`src/rtl/stream_mux_arb_if.sv`:
```
// Handshake bundle for stream_mux_arb: per-channel input streams, mode/select
// controls, and the single registered output stream.
// The slave modport is the arbiter's view. The master modport is the view of
// the block driving the inputs and consuming the output.
interface stream_mux_arb_if #(
    parameter int DATA_WIDTH = 32,
    parameter int NUM_CH     = 8,
    parameter int SEL_WIDTH  = $clog2(NUM_CH)
);
    logic [NUM_CH*DATA_WIDTH-1:0] in_data;
    logic [NUM_CH-1:0]            in_valid;
    logic [NUM_CH-1:0]            in_last;
    logic [NUM_CH-1:0]            in_ready;
    logic [SEL_WIDTH-1:0]         sel;
    logic                         mode;
    logic [DATA_WIDTH-1:0]        out_data;
    logic                         out_last;
    logic                         out_valid;
    logic                         out_ready;
    logic [SEL_WIDTH-1:0]         out_ch;
    logic                         busy;

    modport slave (
        input  in_data, in_valid, in_last, sel, mode, out_ready,
        output in_ready, out_data, out_last, out_valid, out_ch, busy
    );

    modport master (
        output in_data, in_valid, in_last, sel, mode, out_ready,
        input  in_ready, out_data, out_last, out_valid, out_ch, busy
    );
endinterface

```
`src/rtl/stream_mux_arb.sv`:
```
// Packet-aware stream multiplexer.
// Once the first beat of a packet is accepted, the arbiter locks onto that
// channel until the last beat. The output stage is a single register slice
// that can drain and load in the same cycle.
// Round-robin arbitration and its pointer exist only when STREAM_MUX_RR_EN is
// defined. Without it, the block always selects by SEL.
//
// state  | meaning
// IDLE   | no packet open; grant is chosen from SEL or by round-robin
// LOCKED | packet open; grant is held on the latched channel until LAST
module stream_mux_arb #(
    parameter int DATA_WIDTH = 32,
    parameter int NUM_CH     = 8,
    parameter int SEL_WIDTH  = $clog2(NUM_CH)
) (
    input logic             clk,
    input logic             rst,
    stream_mux_arb_if.slave bus
);
    typedef enum logic {IDLE = 1'b0, LOCKED = 1'b1} state_t;

    state_t                state_q, state_d;
    logic [SEL_WIDTH-1:0]  lock_ch_q, lock_ch_d;
    logic [SEL_WIDTH-1:0]  grant_ch;
    logic                  grant_vld;
    logic                  g_valid, g_last;
    logic [DATA_WIDTH-1:0] g_data;
    logic                  load_en, accept;
    logic [NUM_CH-1:0]     in_ready_c;
    logic [DATA_WIDTH-1:0] out_data_q;
    logic                  out_last_q, out_valid_q;
    logic [SEL_WIDTH-1:0]  out_ch_q;

`ifdef STREAM_MUX_RR_EN
    logic [SEL_WIDTH-1:0]  ptr_q, ptr_d;
`else
    logic                  unused_mode;
    assign unused_mode = bus.mode;
`endif

    // The output slot can take a new beat when it is empty or is draining this cycle.
    assign load_en = !out_valid_q || bus.out_ready;

    // Grant selection: a locked channel wins; otherwise round-robin or SEL.
    always_comb begin
        grant_vld = 1'b0;
        grant_ch  = '0;
        if (state_q == LOCKED) begin
            grant_vld = 1'b1;
            grant_ch  = lock_ch_q;
        end
`ifdef STREAM_MUX_RR_EN
        else if (bus.mode) begin
            // Search starts one past the last channel served, and wraps around.
            for (int i = 1; i <= NUM_CH; i++) begin
                for (int k = 0; k < NUM_CH; k++) begin
                    if (!grant_vld && bus.in_valid[k] &&
                        ((int'(ptr_q) + i) % NUM_CH) == k) begin
                        grant_vld = 1'b1;
                        grant_ch  = SEL_WIDTH'(k);
                    end
                end
            end
        end
`endif
        else begin
            // A SEL value beyond the last channel matches no channel, so no grant is made.
            for (int k = 0; k < NUM_CH; k++) begin
                if (bus.sel == SEL_WIDTH'(k) && bus.in_valid[k]) begin
                    grant_vld = 1'b1;
                    grant_ch  = SEL_WIDTH'(k);
                end
            end
        end
    end

    // Route the granted channel's beat and produce the one-hot ready.
    always_comb begin
        g_valid    = 1'b0;
        g_last     = 1'b0;
        g_data     = '0;
        in_ready_c = '0;
        for (int k = 0; k < NUM_CH; k++) begin
            if (grant_ch == SEL_WIDTH'(k)) begin
                g_valid = bus.in_valid[k];
                g_last  = bus.in_last[k];
                g_data  = bus.in_data[k*DATA_WIDTH +: DATA_WIDTH];
            end
            in_ready_c[k] = !rst && load_en && grant_vld && (grant_ch == SEL_WIDTH'(k));
        end
    end

    assign accept = grant_vld && g_valid && load_en;

    // Next-state logic: open a packet on a non-last beat, close it on the last beat.
    always_comb begin
        state_d   = state_q;
        lock_ch_d = lock_ch_q;
        case (state_q)
            IDLE: begin
                if (accept && !g_last) begin
                    state_d   = LOCKED;
                    lock_ch_d = grant_ch;
                end
            end
            LOCKED: begin
                if (accept && g_last) begin
                    state_d = IDLE;
                end
            end
            default: state_d = IDLE;
        endcase
    end

    // FSM state and locked-channel register.
    always_ff @(posedge clk or posedge rst) begin
        if (rst) begin
            state_q   <= IDLE;
            lock_ch_q <= '0;
        end else begin
            state_q   <= state_d;
            lock_ch_q <= lock_ch_d;
        end
    end

`ifdef STREAM_MUX_RR_EN
    // The pointer records the channel that started the most recent round-robin packet.
    always_comb begin
        ptr_d = ptr_q;
        if (state_q == IDLE && accept && bus.mode) begin
            ptr_d = grant_ch;
        end
    end

    // Round-robin pointer register. Its reset value makes channel 0 the first candidate.
    always_ff @(posedge clk or posedge rst) begin
        if (rst) begin
            ptr_q <= SEL_WIDTH'(NUM_CH - 1);
        end else begin
            ptr_q <= ptr_d;
        end
    end
`endif

    // Output slice: holds while stalled, and otherwise loads the accepted beat or empties.
    always_ff @(posedge clk or posedge rst) begin
        if (rst) begin
            out_valid_q <= 1'b0;
            out_last_q  <= 1'b0;
            out_data_q  <= '0;
            out_ch_q    <= '0;
        end else if (load_en) begin
            out_valid_q <= accept;
            if (accept) begin
                out_last_q <= g_last;
                out_data_q <= g_data;
                out_ch_q   <= grant_ch;
            end
        end
    end

    assign bus.in_ready  = in_ready_c;
    assign bus.out_data  = out_data_q;
    assign bus.out_last  = out_last_q;
    assign bus.out_valid = out_valid_q;
    assign bus.out_ch    = out_ch_q;
    assign bus.busy      = (state_q == LOCKED);
endmodule
```
`src/flat_wrapper.sv`:
```
// flat-port wrapper written by rule: the top's interface ports become plain ports
module stream_mux_arb_flat 
#(
    parameter int DATA_WIDTH = 32,
    parameter int NUM_CH     = 8,
    parameter int SEL_WIDTH  = $clog2(NUM_CH)
)
  (clk, rst, bus_in_data, bus_in_valid, bus_in_last, bus_sel, bus_mode, bus_out_ready, bus_in_ready, bus_out_data, bus_out_last, bus_out_valid, bus_out_ch, bus_busy);
  stream_mux_arb_if #(.DATA_WIDTH(DATA_WIDTH), .NUM_CH(NUM_CH), .SEL_WIDTH(SEL_WIDTH)) bus_i ();
  input logic clk;
  input logic rst;
  input wire logic [$bits(bus_i.in_data)-1:0] bus_in_data;
  input wire logic [$bits(bus_i.in_valid)-1:0] bus_in_valid;
  input wire logic [$bits(bus_i.in_last)-1:0] bus_in_last;
  input wire logic [$bits(bus_i.sel)-1:0] bus_sel;
  input wire logic [$bits(bus_i.mode)-1:0] bus_mode;
  input wire logic [$bits(bus_i.out_ready)-1:0] bus_out_ready;
  output wire logic [$bits(bus_i.in_ready)-1:0] bus_in_ready;
  output wire logic [$bits(bus_i.out_data)-1:0] bus_out_data;
  output wire logic [$bits(bus_i.out_last)-1:0] bus_out_last;
  output wire logic [$bits(bus_i.out_valid)-1:0] bus_out_valid;
  output wire logic [$bits(bus_i.out_ch)-1:0] bus_out_ch;
  output wire logic [$bits(bus_i.busy)-1:0] bus_busy;
  assign bus_i.in_data = bus_in_data;
  assign bus_i.in_valid = bus_in_valid;
  assign bus_i.in_last = bus_in_last;
  assign bus_i.sel = bus_sel;
  assign bus_i.mode = bus_mode;
  assign bus_i.out_ready = bus_out_ready;
  assign bus_in_ready = bus_i.in_ready;
  assign bus_out_data = bus_i.out_data;
  assign bus_out_last = bus_i.out_last;
  assign bus_out_valid = bus_i.out_valid;
  assign bus_out_ch = bus_i.out_ch;
  assign bus_busy = bus_i.busy;
  stream_mux_arb #(.DATA_WIDTH(DATA_WIDTH), .NUM_CH(NUM_CH), .SEL_WIDTH(SEL_WIDTH)) u_core (.clk(clk), .rst(rst), .bus(bus_i));
endmodule
```
`config.mk`:
```
export PLATFORM = sky130hd
export DESIGN_NAME = stream_mux_arb_flat
export DESIGN_NICKNAME = d
export VERILOG_FILES = /design/src/rtl/stream_mux_arb_if.sv /design/src/rtl/stream_mux_arb.sv /design/src/flat_wrapper.sv
export SDC_FILE = /design/constraint.sdc
export NUM_CORES = 1
export LEC_CHECK = 0
export CORE_AREA = 2 2 125 127
export CTS_CLUSTER_DIAMETER = 80
export DETAILED_ROUTE_END_ITERATION = 16
export DIE_AREA = 0 0 127 129
export HOLD_SLACK_MARGIN = 0.03
export PLACE_DENSITY_LB_ADDON = 0.2
export SYNTH_ARGS = -nofsm -noshare
export SYNTH_HDL_FRONTEND = slang
export SYNTH_SLANG_ARGS = --single-unit
```
`constraint.sdc`:
```
create_clock -name clk -period 4.57 [get_ports clk]
set_input_delay 1.371 -clock clk [delete_from_list [all_inputs] [get_ports clk]]
set_output_delay 1.371 -clock clk [all_outputs]
set_load 0.02 [all_outputs]
```
==> flow_summary_export.csv <==
group,metric,value,unit
critical_path,worstPathCellList,"clkdlybuf4s15_1 -> mux4_2 -> mux2i_1 -> nor2b_2 -> nand2b_4 -> nor2_1 -> nand2_2 -> nor2_1 -> buf_4",
cts,cts_hold_buf,0,
critical_path,cp_common_cell,"nor2_1",
routing,drc_errors,0,
power_and_ir_drop,leakagePower,3.052,nW
run_status,status,"complete, no violations",
synthesis,yosys_warnings,0,
floorplanning,dieArea,16380,um2
sta,finalCritPeriodShare,96.30,%
cts,cts_max_path_buffers,2,
synthesis,synth_nets,785,
synthesis,yosys-top-cells-area,"dfrtp_1 (24%), mux2_2 (10%), a211oi_1 (8.5%)",
cts,cts_tree,"built",
grt,grt_max_degree,75,
grt,grt_pass1_wl,31130,um
routing,ant_nets,0,
power_and_ir_drop,vdd_drop_max,0.2887,mV
floorplanning,die_w,127,um
synthesis,avgSynthCellArea,8.516,um2
cts,numCtsBuffers,5,
routing,drt_iter0_drc,287,
synthesis,yosysTopAreaCellShare,23.81,%
floorplanning,core-area,14980,um2
synthesis,yosysTopAreaCell,"dfrtp_1",
cells_and_area,mostFrequentLayoutCell,"clkdlybuf4s50_1",
cells_and_area,stdcell_count,1008,
cells_and_area,final_util,53.76,%
grt,grt_overflow,0,
critical_path,crit_required,3.20,ns
cells_and_area,diodes,0,
critical_path,timing.setup.critical_path_class,"in -> out",
synthesis,yosysSeqAreaShare,23.81,%
grt,grt_pass1_vias,5933,
cells_and_area,final_cell_mix,"clkdlybuf4s50_1 (304), a211oi_1 (49), dfrtp_1 (41)",
critical_path,cp-end-kind,"output port",
sta,finClkSkew,0.006814,ns
floorplanning,std_cell_rows,45,
run,cap_violations,0,
synthesis,synthSimpleGateAreaFrac,11.15,%
cts,root_buffer,"clkbuf_16",
sta,slew_headroom,39.00,%
synthesis,ys_ff_latch,41,
critical_path,critical_path.max_fanout,4,
sta,fin_crit,4.401,ns
placed_design,hpwl,15470,um
synthesis,synthMuxAreaShare,16.64,%
cts,cts_sinks,41,
sta,hold_violations,0,
routing,post_drt_via_cell_ratio,5.621,
synthesis,syn-cell-area,4309,um2
grt,antenna_found_initial,0,
critical_path,critPathArrivalTime,3.03,ns
critical_path,slowest_delay,0.53,ns
placed_design,placed_area,7874,um2
critical_path,cp-start-kind,"input port",
floorplanning,die_h,129,um
synthesis,synth-compound-area-share,39.92,%
critical_path,slowest_stage,"mux4_2",
min_path,hold_path.class,"reg -> reg",
cells_and_area,synthToLayoutAreaGrowth,86.85,%
sta,finalSetupTns,0,ns
placed_design,portBuffers,323,
synthesis,synth_top_family_by_area,"compound AO/OA/AOI/OAI gates",
floorplanning,start_util,28.77,%
sta,rsz0062_at_grt,"false",
synthesis,synth_edf_count,0,
synthesis,synthCells,506,
synthesis,synth_fa_ha_area_share,0,%
cells_and_area,nets,1098,
placed_design,place_inst,999,
floorplanning,io_pins,325,
routing,drtPass1Iterations,7,
routing,avgRoutedWirePerCell,20.45,um
grt,grt_usage,23.90,%
sta,fmax,0.2272,GHz
sta,tightestPinTransition,0.9137,ns
sta,setup_violations,0,
synthesis,synth_cell_types,46,
cts,insertion_delay,0.28,ns
synthesis,ys.flop_type,"dfrtp_1",
placed_design,place_congestion,0.8599,
power_and_ir_drop,power_density,516.2,nW/um2
routing,finalWirelength,20610,um
cts,clk_pin_slew,0.07,ns
synthesis,synth_xor_area_share,0,%
routing,vias,5666,
cells_and_area,layout-drive-gt1-share,14.27,%
cts,h-tree-depth,2,
sta,maxSlewViolCount,0,
cells_and_area,design_area,8051,um2
synthesis,async_flop_share,100.0,%
-- registers in the layout (all words and copies together), names as in the netlist --
name                  flops
u_core.bus.out_valid      1
u_core.bus.out_last       1
u_core.bus.out_data      32
u_core.bus.busy           1
u_core.bus.out_ch         3
u_core.lock_ch_q          3
-- through the flow --
stage,setup slack [ns],hold slack [ns],power [W]
2_1_floorplan,0.02166,0.4982,0.002535
3_3_place_gp,-0.5057,0.4917,0.003686
3_5_place_dp,-0.5285,0.4955,0.003749
4_1_cts,0.06160,0.5108,0.004174
5_1_grt,0.02272,0.5338,0.004458
6_report,0.1689,0.5067,0.004156
-- cells by family (layout without fill, tap and decap cells) --
logic type,after synthesis,in the layout
DFF,41,41
muxes,61,61
and+or+nand+nor,98,98
buffers and inverters,86,400
AOI/OAI and AO/OA,220,220
-- synthesized netlist by cell type, types with 3 or more instances --
master and count:
a211oi_1 49, o21ai_0 10, o221ai_1 24, o22ai_1 25
and2_1 24, mux4_2 3, inv_1 28, buf_2 4
o2bb2ai_1 31, o32ai_1 24, buf_1 3, o311ai_0 7
dfrtp_1 41, buf_6 5, mux2_2 39, mux2_4 4
mux2i_1 15, nor3_1 3, nand2_1 23, a222oi_1 7
a21oi_1 4, nor2_1 34, o31ai_1 24, clkbuf_1 46
nand3_1 3, nor2b_1 3
-- worst max-delay path: cells and delay by family --
| kind | cells | cell delay, ns |
|---|---|---|
| AND/OR/NAND/NOR | 5 | 0.55 |
| multiplexers | 2 | 0.67 |
| buffers and inverters | 2 | 0.44 |
-- final cells by class --
cell class              count  area (um2)
inverters                  28       105.1
clock buffers               5       125.1
clock inverters             3       46.29
well taps                 188       235.2
repair buffers            364        3558
fillers                  1360        6925
multi-input cells         379        2955
flip-flops and latches     41        1026
-- worst paths after layout --
check                                startpoint                       to  slack (ns)  cells past startpoint
hold reg to reg            u_core.bus.out_ch[2]     u_core.bus.out_ch[2]        0.51                      1
setup reg to reg                u_core.bus.busy  u_core.bus.out_data[25]        1.55                     10
hold / removal             u_core.bus.out_ch[2]     u_core.bus.out_ch[2]        0.51                      1
setup / recovery                     bus_sel[2]          bus_in_ready[6]        0.17                      9
max in group asynchronous                   rst  u_core.bus.out_data[18]        2.21                      2
min in group asynchronous                   rst   u_core.bus.out_data[8]        1.78                      2
-- metal layers --
metal / vias to the layer above / GRT usage [%] / wire (um)
met4: 0 / 6.593 / 489
met1: 2671 / 26.22 / 7838
met3: 37 / 6.486 / 1856
met2: 295 / 45.29 / 10420
li1: 2663 / - / -
met5: - / 0 / 0
-- where the power goes --
part | switching [W] | internal (W)
logic | 0.00167 | 0.00141
clock network | 0.000150 | 0.000259
registers | 0.000126 | 0.000544
-- repair_timing --
action,CTS,global route
endpoints found under the setup margin,8,8
resized for setup,39,11
pin swaps,2,1
gates cloned,0,0
buffers inserted,0,1
(Power assumes the default switching activity.)
